===== config.mk =====
export PLATFORM = sky130hd
export DESIGN_NAME = rv_dmem_ctrl_flat
export DESIGN_NICKNAME = d
export VERILOG_FILES = /design/src/rtl/rv_dmem_ctrl_pkg.sv /design/src/rtl/rv_dmem_ctrl_if.sv /design/src/rtl/rv_dmem_ctrl_lane_align.sv /design/src/rtl/rv_dmem_ctrl.sv /design/src/flat_wrapper.sv
export SDC_FILE = /design/constraint.sdc
export NUM_CORES = 1
export LEC_CHECK = 0
export CAP_MARGIN = 20
export CORE_ASPECT_RATIO = 1.5
export CORE_MARGIN = 2
export CORE_UTILIZATION = 35
export CTS_CLUSTER_DIAMETER = 150
export DETAILED_ROUTE_END_ITERATION = 7
export GPL_TIMING_DRIVEN = 0
export PLACE_DENSITY = 0.71
export SYNTH_ARGS = -nofsm -noshare
export SYNTH_HDL_FRONTEND = slang
export SYNTH_SLANG_ARGS = --single-unit

===== constraint.sdc =====
create_clock -name clk_i -period 11.36 [get_ports clk_i]
set_input_delay 3.408 -clock clk_i [delete_from_list [all_inputs] [get_ports clk_i]]
set_output_delay 3.408 -clock clk_i [all_outputs]
set_load 0.05 [all_outputs]

===== src/rtl/rv_dmem_ctrl_pkg.sv =====
// Shared definitions for the data-memory controller: access size codes,
// controller state encoding and a word-address helper.
package rv_dmem_ctrl_pkg;

    // Access size codes follow the RISC-V load/store funct3 encoding.
    localparam logic [2:0] LDST_B  = 3'b000;
    localparam logic [2:0] LDST_H  = 3'b001;
    localparam logic [2:0] LDST_L  = 3'b010;
    localparam logic [2:0] LDST_BU = 3'b100;
    localparam logic [2:0] LDST_HU = 3'b101;

    typedef enum logic [1:0] {
        DMC_IDLE       = 2'b00,
        DMC_LOAD_WAIT  = 2'b01,
        DMC_STORE_WAIT = 2'b10,
        DMC_DONE       = 2'b11
    } dmc_state_e;

    function automatic logic [31:0] word_addr(input logic [31:0] byte_addr);
        return {byte_addr[31:2], 2'b00};
    endfunction

endpackage


===== src/rtl/rv_dmem_ctrl_if.sv =====
// Data-memory bus between the controller (master) and the memory/fabric (slave).
interface rv_dmem_ctrl_if;
    logic [31:0] dm_addr_o;
    logic [31:0] dm_data_s_o;
    logic [3:0]  dm_data_select_o;
    logic        dm_load_o;
    logic        dm_store_o;
    logic        dm_ack_i;
    logic [31:0] dm_data_i;

    modport master (
        output dm_addr_o, dm_data_s_o, dm_data_select_o, dm_load_o, dm_store_o,
        input  dm_ack_i, dm_data_i
    );

    modport slave (
        input  dm_addr_o, dm_data_s_o, dm_data_select_o, dm_load_o, dm_store_o,
        output dm_ack_i, dm_data_i
    );
endinterface


===== src/rtl/rv_dmem_ctrl_lane_align.sv =====
// Combinational byte-lane steering: size code and low address bits select the
// byte enables, replicate store data across lanes and flag misalignment.
module rv_dmem_ctrl_lane_align
    import rv_dmem_ctrl_pkg::*;
(
    input  logic [2:0]  fun_i,
    input  logic [1:0]  addr_lo_i,
    input  logic [31:0] wdata_i,
    output logic [3:0]  sel_o,
    output logic [31:0] data_o,
    output logic        aligned_o
);

    // Unrecognised size codes are treated as full-word accesses.
    always_comb begin
        sel_o     = 4'b1111;
        data_o    = wdata_i;
        aligned_o = (addr_lo_i == 2'b00);
        case (fun_i)
            LDST_B, LDST_BU: begin
                sel_o     = 4'b0001 << addr_lo_i;
                data_o    = {4{wdata_i[7:0]}};
                aligned_o = 1'b1;
            end
            LDST_H, LDST_HU: begin
                sel_o     = addr_lo_i[1] ? 4'b1100 : 4'b0011;
                data_o    = {2{wdata_i[15:0]}};
                aligned_o = ~addr_lo_i[0];
            end
            default: ;
        endcase
    end

endmodule


===== src/rtl/rv_dmem_ctrl.sv =====
// Data-memory access sequencer between execute and writeback: one outstanding
// load/store, held bus strobe, captured load word, done flags held until commit.
module rv_dmem_ctrl
    import rv_dmem_ctrl_pkg::*;
#(
    parameter int TIMEOUT  = 64,
    parameter int TO_WIDTH = 8
) (
    input  logic                clk_i,
    input  logic                rst_i,
    input  logic                w_stall_i,
    input  logic                x_valid_i,
    input  logic                x_load_i,
    input  logic                x_store_i,
    input  logic [2:0]          x_fun_i,
    input  logic [31:0]         x_addr_i,
    input  logic [31:0]         x_wdata_i,
    rv_dmem_ctrl_if.master      dm,
    output logic [31:0]         dm_data_l_o,
    output logic                dm_load_done_o,
    output logic                dm_store_done_o,
    output logic                dm_misaligned_o,
    output logic                dm_bus_error_o
);

    localparam logic [TO_WIDTH-1:0] TO_LIM = TO_WIDTH'(TIMEOUT);

    dmc_state_e          state_q, state_d;
    logic [31:0]         addr_q, addr_d, data_s_q, data_s_d, data_l_q, data_l_d;
    logic [3:0]          sel_q, sel_d;
    logic                load_q, load_d, store_q, store_d;
    logic                load_done_q, load_done_d, store_done_q, store_done_d;
    logic                misal_q, misal_d, bus_err_q, bus_err_d;
    logic [TO_WIDTH-1:0] cnt_q, cnt_d, cnt_inc;

    logic [3:0]  la_sel;
    logic [31:0] la_data;
    logic        la_aligned;

    rv_dmem_ctrl_lane_align u_lane_align (
        .fun_i     (x_fun_i),
        .addr_lo_i (x_addr_i[1:0]),
        .wdata_i   (x_wdata_i),
        .sel_o     (la_sel),
        .data_o    (la_data),
        .aligned_o (la_aligned)
    );

    assign cnt_inc = cnt_q + TO_WIDTH'(1);

    always_comb begin
        state_d      = state_q;
        addr_d       = addr_q;
        data_s_d     = data_s_q;
        sel_d        = sel_q;
        data_l_d     = data_l_q;
        load_d       = load_q;
        store_d      = store_q;
        load_done_d  = load_done_q;
        store_done_d = store_done_q;
        cnt_d        = cnt_q;
        misal_d      = 1'b0;
        bus_err_d    = 1'b0;
        case (state_q)
            DMC_IDLE: begin
                // A load wins when execute raises both load and store.
                if (x_valid_i && (x_load_i || x_store_i)) begin
                    if (la_aligned) begin
                        addr_d   = word_addr(x_addr_i);
                        data_s_d = la_data;
                        sel_d    = la_sel;
                        cnt_d    = '0;
                        load_d   = x_load_i;
                        store_d  = ~x_load_i;
                        state_d  = x_load_i ? DMC_LOAD_WAIT : DMC_STORE_WAIT;
                    end else begin
                        misal_d      = 1'b1;
                        data_l_d     = '0;
                        load_done_d  = x_load_i;
                        store_done_d = ~x_load_i;
                        state_d      = DMC_DONE;
                    end
                end
            end
            DMC_LOAD_WAIT, DMC_STORE_WAIT: begin
                if (dm.dm_ack_i) begin
                    if (state_q == DMC_LOAD_WAIT) begin
                        data_l_d    = dm.dm_data_i;
                        load_done_d = 1'b1;
                    end else begin
                        store_done_d = 1'b1;
                    end
                    load_d  = 1'b0;
                    store_d = 1'b0;
                    cnt_d   = '0;
                    state_d = DMC_DONE;
                end else if (TIMEOUT != 0 && cnt_inc == TO_LIM) begin
                    load_done_d  = (state_q == DMC_LOAD_WAIT);
                    store_done_d = (state_q == DMC_STORE_WAIT);
                    data_l_d     = '0;
                    bus_err_d    = 1'b1;
                    load_d       = 1'b0;
                    store_d      = 1'b0;
                    cnt_d        = '0;
                    state_d      = DMC_DONE;
                end else if (TIMEOUT != 0) begin
                    cnt_d = cnt_inc;
                end
            end
            DMC_DONE: begin
                if (!w_stall_i) begin
                    load_done_d  = 1'b0;
                    store_done_d = 1'b0;
                    state_d      = DMC_IDLE;
                end
            end
            default: state_d = DMC_IDLE;
        endcase
    end

    always_ff @(posedge clk_i or posedge rst_i) begin
        if (rst_i) begin
            state_q      <= DMC_IDLE;
            addr_q       <= '0;
            data_s_q     <= '0;
            sel_q        <= '0;
            data_l_q     <= '0;
            load_q       <= 1'b0;
            store_q      <= 1'b0;
            load_done_q  <= 1'b0;
            store_done_q <= 1'b0;
            misal_q      <= 1'b0;
            bus_err_q    <= 1'b0;
            cnt_q        <= '0;
        end else begin
            state_q      <= state_d;
            addr_q       <= addr_d;
            data_s_q     <= data_s_d;
            sel_q        <= sel_d;
            data_l_q     <= data_l_d;
            load_q       <= load_d;
            store_q      <= store_d;
            load_done_q  <= load_done_d;
            store_done_q <= store_done_d;
            misal_q      <= misal_d;
            bus_err_q    <= bus_err_d;
            cnt_q        <= cnt_d;
        end
    end

    assign dm.dm_addr_o        = addr_q;
    assign dm.dm_data_s_o      = data_s_q;
    assign dm.dm_data_select_o = sel_q;
    assign dm.dm_load_o        = load_q;
    assign dm.dm_store_o       = store_q;
    assign dm_data_l_o         = data_l_q;
    assign dm_load_done_o      = load_done_q;
    assign dm_store_done_o     = store_done_q;
    assign dm_misaligned_o     = misal_q;
    assign dm_bus_error_o      = bus_err_q;

endmodule


===== src/flat_wrapper.sv =====
// flat-port wrapper written by rule: the top's interface ports become plain ports
module rv_dmem_ctrl_flat import rv_dmem_ctrl_pkg::*;
#(
    parameter int TIMEOUT  = 64,
    parameter int TO_WIDTH = 8
)
  (clk_i, rst_i, w_stall_i, x_valid_i, x_load_i, x_store_i, x_fun_i, x_addr_i, x_wdata_i, dm_data_l_o, dm_load_done_o, dm_store_done_o, dm_misaligned_o, dm_bus_error_o, dm_dm_addr_o, dm_dm_data_s_o, dm_dm_data_select_o, dm_dm_load_o, dm_dm_store_o, dm_dm_ack_i, dm_dm_data_i);
  rv_dmem_ctrl_if dm_i ();
  input  logic clk_i;
  input  logic rst_i;
  input  logic w_stall_i;
  input  logic x_valid_i;
  input  logic x_load_i;
  input  logic x_store_i;
  input  logic [2:0] x_fun_i;
  input  logic [31:0] x_addr_i;
  input  logic [31:0] x_wdata_i;
  output logic [31:0] dm_data_l_o;
  output logic dm_load_done_o;
  output logic dm_store_done_o;
  output logic dm_misaligned_o;
  output logic dm_bus_error_o;
  output wire logic [$bits(dm_i.dm_addr_o)-1:0] dm_dm_addr_o;
  output wire logic [$bits(dm_i.dm_data_s_o)-1:0] dm_dm_data_s_o;
  output wire logic [$bits(dm_i.dm_data_select_o)-1:0] dm_dm_data_select_o;
  output wire logic [$bits(dm_i.dm_load_o)-1:0] dm_dm_load_o;
  output wire logic [$bits(dm_i.dm_store_o)-1:0] dm_dm_store_o;
  input wire logic [$bits(dm_i.dm_ack_i)-1:0] dm_dm_ack_i;
  input wire logic [$bits(dm_i.dm_data_i)-1:0] dm_dm_data_i;
  assign dm_dm_addr_o = dm_i.dm_addr_o;
  assign dm_dm_data_s_o = dm_i.dm_data_s_o;
  assign dm_dm_data_select_o = dm_i.dm_data_select_o;
  assign dm_dm_load_o = dm_i.dm_load_o;
  assign dm_dm_store_o = dm_i.dm_store_o;
  assign dm_i.dm_ack_i = dm_dm_ack_i;
  assign dm_i.dm_data_i = dm_dm_data_i;
  rv_dmem_ctrl #(.TIMEOUT(TIMEOUT), .TO_WIDTH(TO_WIDTH)) u_core (.clk_i(clk_i), .rst_i(rst_i), .w_stall_i(w_stall_i), .x_valid_i(x_valid_i), .x_load_i(x_load_i), .x_store_i(x_store_i), .x_fun_i(x_fun_i), .x_addr_i(x_addr_i), .x_wdata_i(x_wdata_i), .dm(dm_i), .dm_data_l_o(dm_data_l_o), .dm_load_done_o(dm_load_done_o), .dm_store_done_o(dm_store_done_o), .dm_misaligned_o(dm_misaligned_o), .dm_bus_error_o(dm_bus_error_o));
endmodule

==> results.tsv, run 1 <==
metric	value	unit
synth-seq-cells	114	
grt_remaining_overflow	0	
timing.rr.start	u_core.cnt_q[0]$_DFFE_PP0P_	
worst_slew_pin_slew	0.883	ns
synth_top_cell_by_area	dfrtp_1	
fin_cells	930	
timing.final.crit_period	5.17	ns
powerDensity	343	nW/um2
coreArea	14400	um2
cts.htree.levels	4	
die_h	152	um
regToRegEndpoint	u_core.dm_data_l_o[26]$_DFFE_PP0P_	
syn_avg_cell_area	10.3	um2
p_leak	3.61	nW
yosysUniqueCellTypes	48	
antenna_found_initial	0	
vdd.ir_drop.worst	0.163	mV
postCtsHoldBufs	0	
grtUsageMet3	0.0665	
status	finished, final reports clean	
fmax	0.193	GHz
dpl.cell_count	898	
grt_pass1_vias	4719	
ctsResizeCount	0	
synth-async-reset-ratio	1.00	
skew	0.0102	ns
route.detailed.drc	0	
cts_setup_buffers	0	
synthCells	493	
drive_above_1_share	0.0831	
cap_violations	0	
rsz0062_at_grt	no	
clock_sinks	114	
hpwl	11400	um
portBuffers	207	
synth_ff_type	dfrtp_1	
final.setup.tns	0	ns
fin_crit_sh	0.455	
ys_seq_area_frac	0.560	
wl_per_cell	16.4	um
setup_viol	0	
via_count	4598	
hold_start	u_core.dm.dm_addr_o[13]$_DFFE_PP0P_	
drt_iter0_drc	148	
die_x	102	um
criticalPathCategory	in -> reg	
track_usage	0.202	
clock-root-buffer	clkbuf_16	
worstPathArrival	5.52	ns
slew_headroom	0.411	
worstPathMaxFanout	10	
crit_path_start_kind	input pin	
ant_nets	0	
whs_endpoint	u_core.dm.dm_addr_o[13]$_DFFE_PP0P_	
cts_tree	done	
nNetsFinal	833	
reg2reg_slack	9.16	ns
hold_class	reg -> reg	
hold_depth	2	
grt_pass1_wl	24200	um
viasPerCell	4.94	
firstDrtPassIters	5	
totalWireLength	15300	um
rows	54	
synthTopCellsByArea	dfrtp_1 56%, nand2_1 10%, a22o_1 5.5%, mux2i_1 5.3%, o21ai_0 3.2%	
layout.core_utilization	0.558	
worst_setup_path_end_kind	flop	
ios	212	
yosysWarnings	0	
ctsLongestPathBuffers	2	
initial_core_util	0.354	
cts_buffers	17	
syn2layout_area_growth	57.7	%
dieArea	15500	um2
diodes	0	
routabilityCongestion	0.859	
finalMaxSlewViolations	0	
clk_latency	0.40	ns
clk_pin_slew	0.06	ns
startpoint	x_fun_i[1]	
r2r_cells	7	
final_hold_viol_count	0	
synth.top_cell.area_share	0.560	
synth_enable_flop_cells	0	
cp.required	11.70	ns
grt_max_degree	73	
syn_area	5090	um2
met1_usage	0.230	
hold_ws	0.475	ns
grtUsageMet2	0.349	
top_usage_layer	met2	
[synth_stat cells, drive strengths merged (3+ instances only)]
cell type	count
nand2	135
dfrtp	114
o21ai	43
a22o	32
mux2i	27
nor2	24
buf	20
a21oi	15
clkbuf	10
mux2	8
nand3	8
ha	6
inv	6
o31ai	5
a31oi	4
o2bb2ai	4
o22ai	3
or3	3
[flip-flops by register name (all words and copies together) (netlist names), 2 cells and up]
signal,count
u_core.cnt_q,8
u_core.dm_data_l_o,32
u_core.state_q,2
u_core.dm.dm_data_s_o,32
u_core.dm.dm_addr_o,30
u_core.dm.dm_data_select_o,4
[final cells by class]
type | instances | area [um2]
fill | 1296 | 6360
multi-input combinational | 344 | 2040
sequential | 114 | 2850
clock buffer | 18 | 439
tap | 196 | 245
clock inverter | 14 | 155
timing repair buffer | 208 | 2090
buffer | 30 | 176
inverter | 6 | 25.0
[placed cells by master (no fill, tap or decap), types with 4 or more instances in the layout]
cell	synthesis	final
mux2i_1	27	27
inv_6	0	4
a21oi_1	15	15
clkinvlp_4	0	5
o21ai_1	10	10
a22o_1	32	32
mux2_1	6	6
nand2_1	135	135
inv_1	6	5
buf_6	6	6
o2bb2ai_1	4	4
clkdlybuf4s50_1	0	207
ha_1	6	6
dfrtp_1	114	114
buf_2	9	9
nand3_1	7	7
o31ai_1	4	4
o21ai_0	33	33
clkbuf_1	10	10
a31oi_1	4	4
clkbuf_16	0	17
nor2_1	23	23
[worst max-delay path by stage]
stage | cells past startpoint | to | slack [ns]
after floorplan | 1 | u_core.cnt_q[0]$_DFFE_PP0P_ | 4.94
after global placement | 2 | u_core.dm.dm_data_s_o[20]$_DFFE_PP0P_ | 3.35
after detailed placement | 8 | u_core.dm.dm_addr_o[17]$_DFFE_PP0P_ | 5.73
after CTS | 8 | u_core.dm.dm_addr_o[17]$_DFFE_PP0P_ | 6.16
after global routing | 8 | u_core.dm.dm_addr_o[21]$_DFFE_PP0P_ | 6.01
final | 8 | u_core.dm.dm_addr_o[17]$_DFFE_PP0P_ | 6.19
[routing by layer]
metal,wire length (um),share of wire
met3,1280,0.083
met1,5880,0.38
met5,0,0
met4,313,0.020
met2,7820,0.51
[per-stage QoR]
stage	setup WS (ns)	cell area, um2	power (mW)
after global routing	6.01	8030	2.89
after global placement	3.35	7410	2.19
after CTS	6.16	8030	2.78
final	6.19	8030	2.75
after floorplan	4.94	5090	1.70
after detailed placement	5.73	7430	2.23
[cell families (layout without fill, tap and decap cells)]
logic type	after synthesis	after routing	synth area share
other	1	2	0.000737
multiplexers	35	35	0.0708
flip-flops	114	114	0.560
AO/OA/AOI/OAI	117	117	0.161
XOR/XNOR	1	1	0.00172
adder cells (fa/ha/maj)	6	6	0.0147
AND/OR/NAND/NOR	183	183	0.151
buffers and inverters	36	276	0.0391
[critical path, stage by stage]
cell	delay (ns)
clkdlybuf4s50_1	0.50
nor2_4	0.41
or2_1	0.24
and2b_1	0.19
buf_2	0.31
buf_2	0.29
nand2_1	0.09
nand2_1	0.07
[power by group]
group,internal [mW],switching (mW)
Clock,0.331,0.201
Sequential,0.593,0.105
Combinational,0.526,0.996
Note: power is estimated with default switching activity, not from simulation.
==> inputs of run 2 (changes only) <==
--- a/config.mk
+++ b/config.mk
@@ -12,7 +12,7 @@
 export CTS_CLUSTER_DIAMETER = 150
 export DETAILED_ROUTE_END_ITERATION = 7
 export GPL_TIMING_DRIVEN = 0
-export PLACE_DENSITY = 0.71
+export PLACE_DENSITY = 0.73
 export SYNTH_ARGS = -nofsm -noshare
 export SYNTH_HDL_FRONTEND = slang
 export SYNTH_SLANG_ARGS = --single-unit
==> constraint.sdc (replaced) <==
create_clock -name clk_i -period 4.7 [get_ports clk_i]
set_input_delay 1.41 -clock clk_i [delete_from_list [all_inputs] [get_ports clk_i]]
set_output_delay 1.41 -clock clk_i [all_outputs]
set_load 0.05 [all_outputs]
==> results.tsv, run 2 (synthesized netlist as in run 1, its figures left out) <==
metric	value	unit
status	finished, final reports clean	
initial_core_util	0.354	
antenna_found_initial	0	
clock_sinks	114	
hold_class	reg -> reg	
die_x	102	um
rows	54	
via_count	4568	
timing.rr.start	u_core.cnt_q[0]$_DFFE_PP0P_	
diodes	0	
dieArea	15500	um2
worstPathArrival	3.55	ns
timing.final.ws_setup	1.50	ns
slowest_stage	clkdlybuf4s50_1	
worst_setup_path_end_kind	flop	
die_h	152	um
dp_slack	1.05	ns
clock-root-buffer	clkbuf_16	
layout_common_cells	207 x clkdlybuf4s50_1, 135 x nand2_1, 114 x dfrtp_1, 33 x o21ai_0, 32 x a22o_1	
drt_iter0_drc	236	
viasPerCell	4.91	
layout.core_utilization	0.558	
postCtsHoldBufs	0	
finalMaxSlewViolations	0	
criticalPathCategory	in -> reg	
track_usage	0.197	
placed_area	7440	um2
ios	212	
finalPower	6.62	mW
cp.required	5.04	ns
crit_path_start_kind	input pin	
clk_pin_slew	0.05	ns
fin_area	8030	um2
nNetsFinal	833	
clk_latency	0.41	ns
ant_nets	0	
setup_viol	0	
final_hold_viol_count	0	
p_leak	3.62	nW
hold_depth	2	
r2r_cells	7	
reg2reg_slack	2.56	ns
route.detailed.drc	0	
coreArea	14400	um2
hpwl	11300	um
firstDrtPassIters	7	
timing.final.crit_period	3.20	ns
worstPathMaxFanout	10	
fin_crit_sh	0.682	
cap_violations	0	
grt_pass1_vias	4692	
critical_path.cell_chain	clkdlybuf4s50_1, nor2_4, or2_1, and2b_1, buf_2, buf_2, nand2_1, nand2_1	
powerDensity	825	nW/um2
whs_endpoint	u_core.dm.dm_addr_o[4]$_DFFE_PP0P_	
rsz0062_at_grt	no	
mostFrequentLayoutCell	clkdlybuf4s50_1	
hold_start	u_core.dm.dm_addr_o[4]$_DFFE_PP0P_	
totalWireLength	15000	um
grt_max_degree	61	
regToRegEndpoint	u_core.dm_data_l_o[25]$_DFFE_PP0P_	
slew_headroom	0.496	
ctsResizeCount	0	
grt_pass1_wl	23500	um
wl_per_cell	16.1	um
fmax	0.312	GHz
cts_buffers	17	
cts_tree	done	
skew	0.00832	ns
vdd.ir_drop.worst	0.384	mV
ctsLongestPathBuffers	2	
worst_slew_pin_slew	0.757	ns
syn2layout_area_growth	57.7	%
cts.htree.levels	4	
slowest_delay	0.49	ns
portBuffers	207	
drive_above_1_share	0.0831	
cts_setup_buffers	0	
routabilityCongestion	0.812	
grt_remaining_overflow	0	
## run 2: worst max path at each step
stage / endpoint / from
final: u_core.dm.dm_addr_o[10]$_DFFE_PP0P_ / x_fun_i[1]
after global routing: u_core.dm.dm_addr_o[13]$_DFFE_PP0P_ / x_fun_i[1]
after CTS: u_core.dm.dm_addr_o[10]$_DFFE_PP0P_ / x_fun_i[1]
after detailed placement: u_core.dm.dm_addr_o[10]$_DFFE_PP0P_ / x_fun_i[1]
after global placement: u_core.dm_data_l_o[16]$_DFFE_PP0P_ / rst_i
after floorplan: u_core.cnt_q[0]$_DFFE_PP0P_ / rst_i
## run 2: cell type report
class / instances / area, um2
fill: 1269 / 6360
sequential: 114 / 2850
timing repair buffer: 208 / 2100
multi-input combinational: 344 / 2040
clock buffer: 17 / 425
tap: 196 / 245
buffer: 30 / 176
clock inverter: 15 / 159
inverter: 6 / 25.0
## run 2: metal layers
metal,GRT usage,routed length (um),share of wire
met2,0.347,7810,0.52
met3,0.0596,1020,0.068
met1,0.221,5790,0.39
met4,0.0747,343,0.023
met5,0,0,0
## run 2: where the power goes
group / internal [mW] / switching [mW] / total, mW
registers: 1.43 / 0.257 / 1.69
clock network: 0.784 / 0.476 / 1.26
logic: 1.27 / 2.40 / 3.67
total: 3.49 / 3.13 / 6.62
## run 2: critical path, delay by kind of cell
family | cells | cell delay, ns
buffers and inverters | 3 | 1.09
AND/OR/NAND/NOR | 5 | 1.03
## run 2: through the flow
stage	hold WS [ns]	setup TNS, ns	std cells
2_1_floorplan	0.479	0	494
3_3_place_gp	0.460	-153.19	897
3_5_place_dp	0.464	0	898
4_1_cts	0.478	0	930
5_1_grt	0.500	0	930
6_report	0.474	0	930
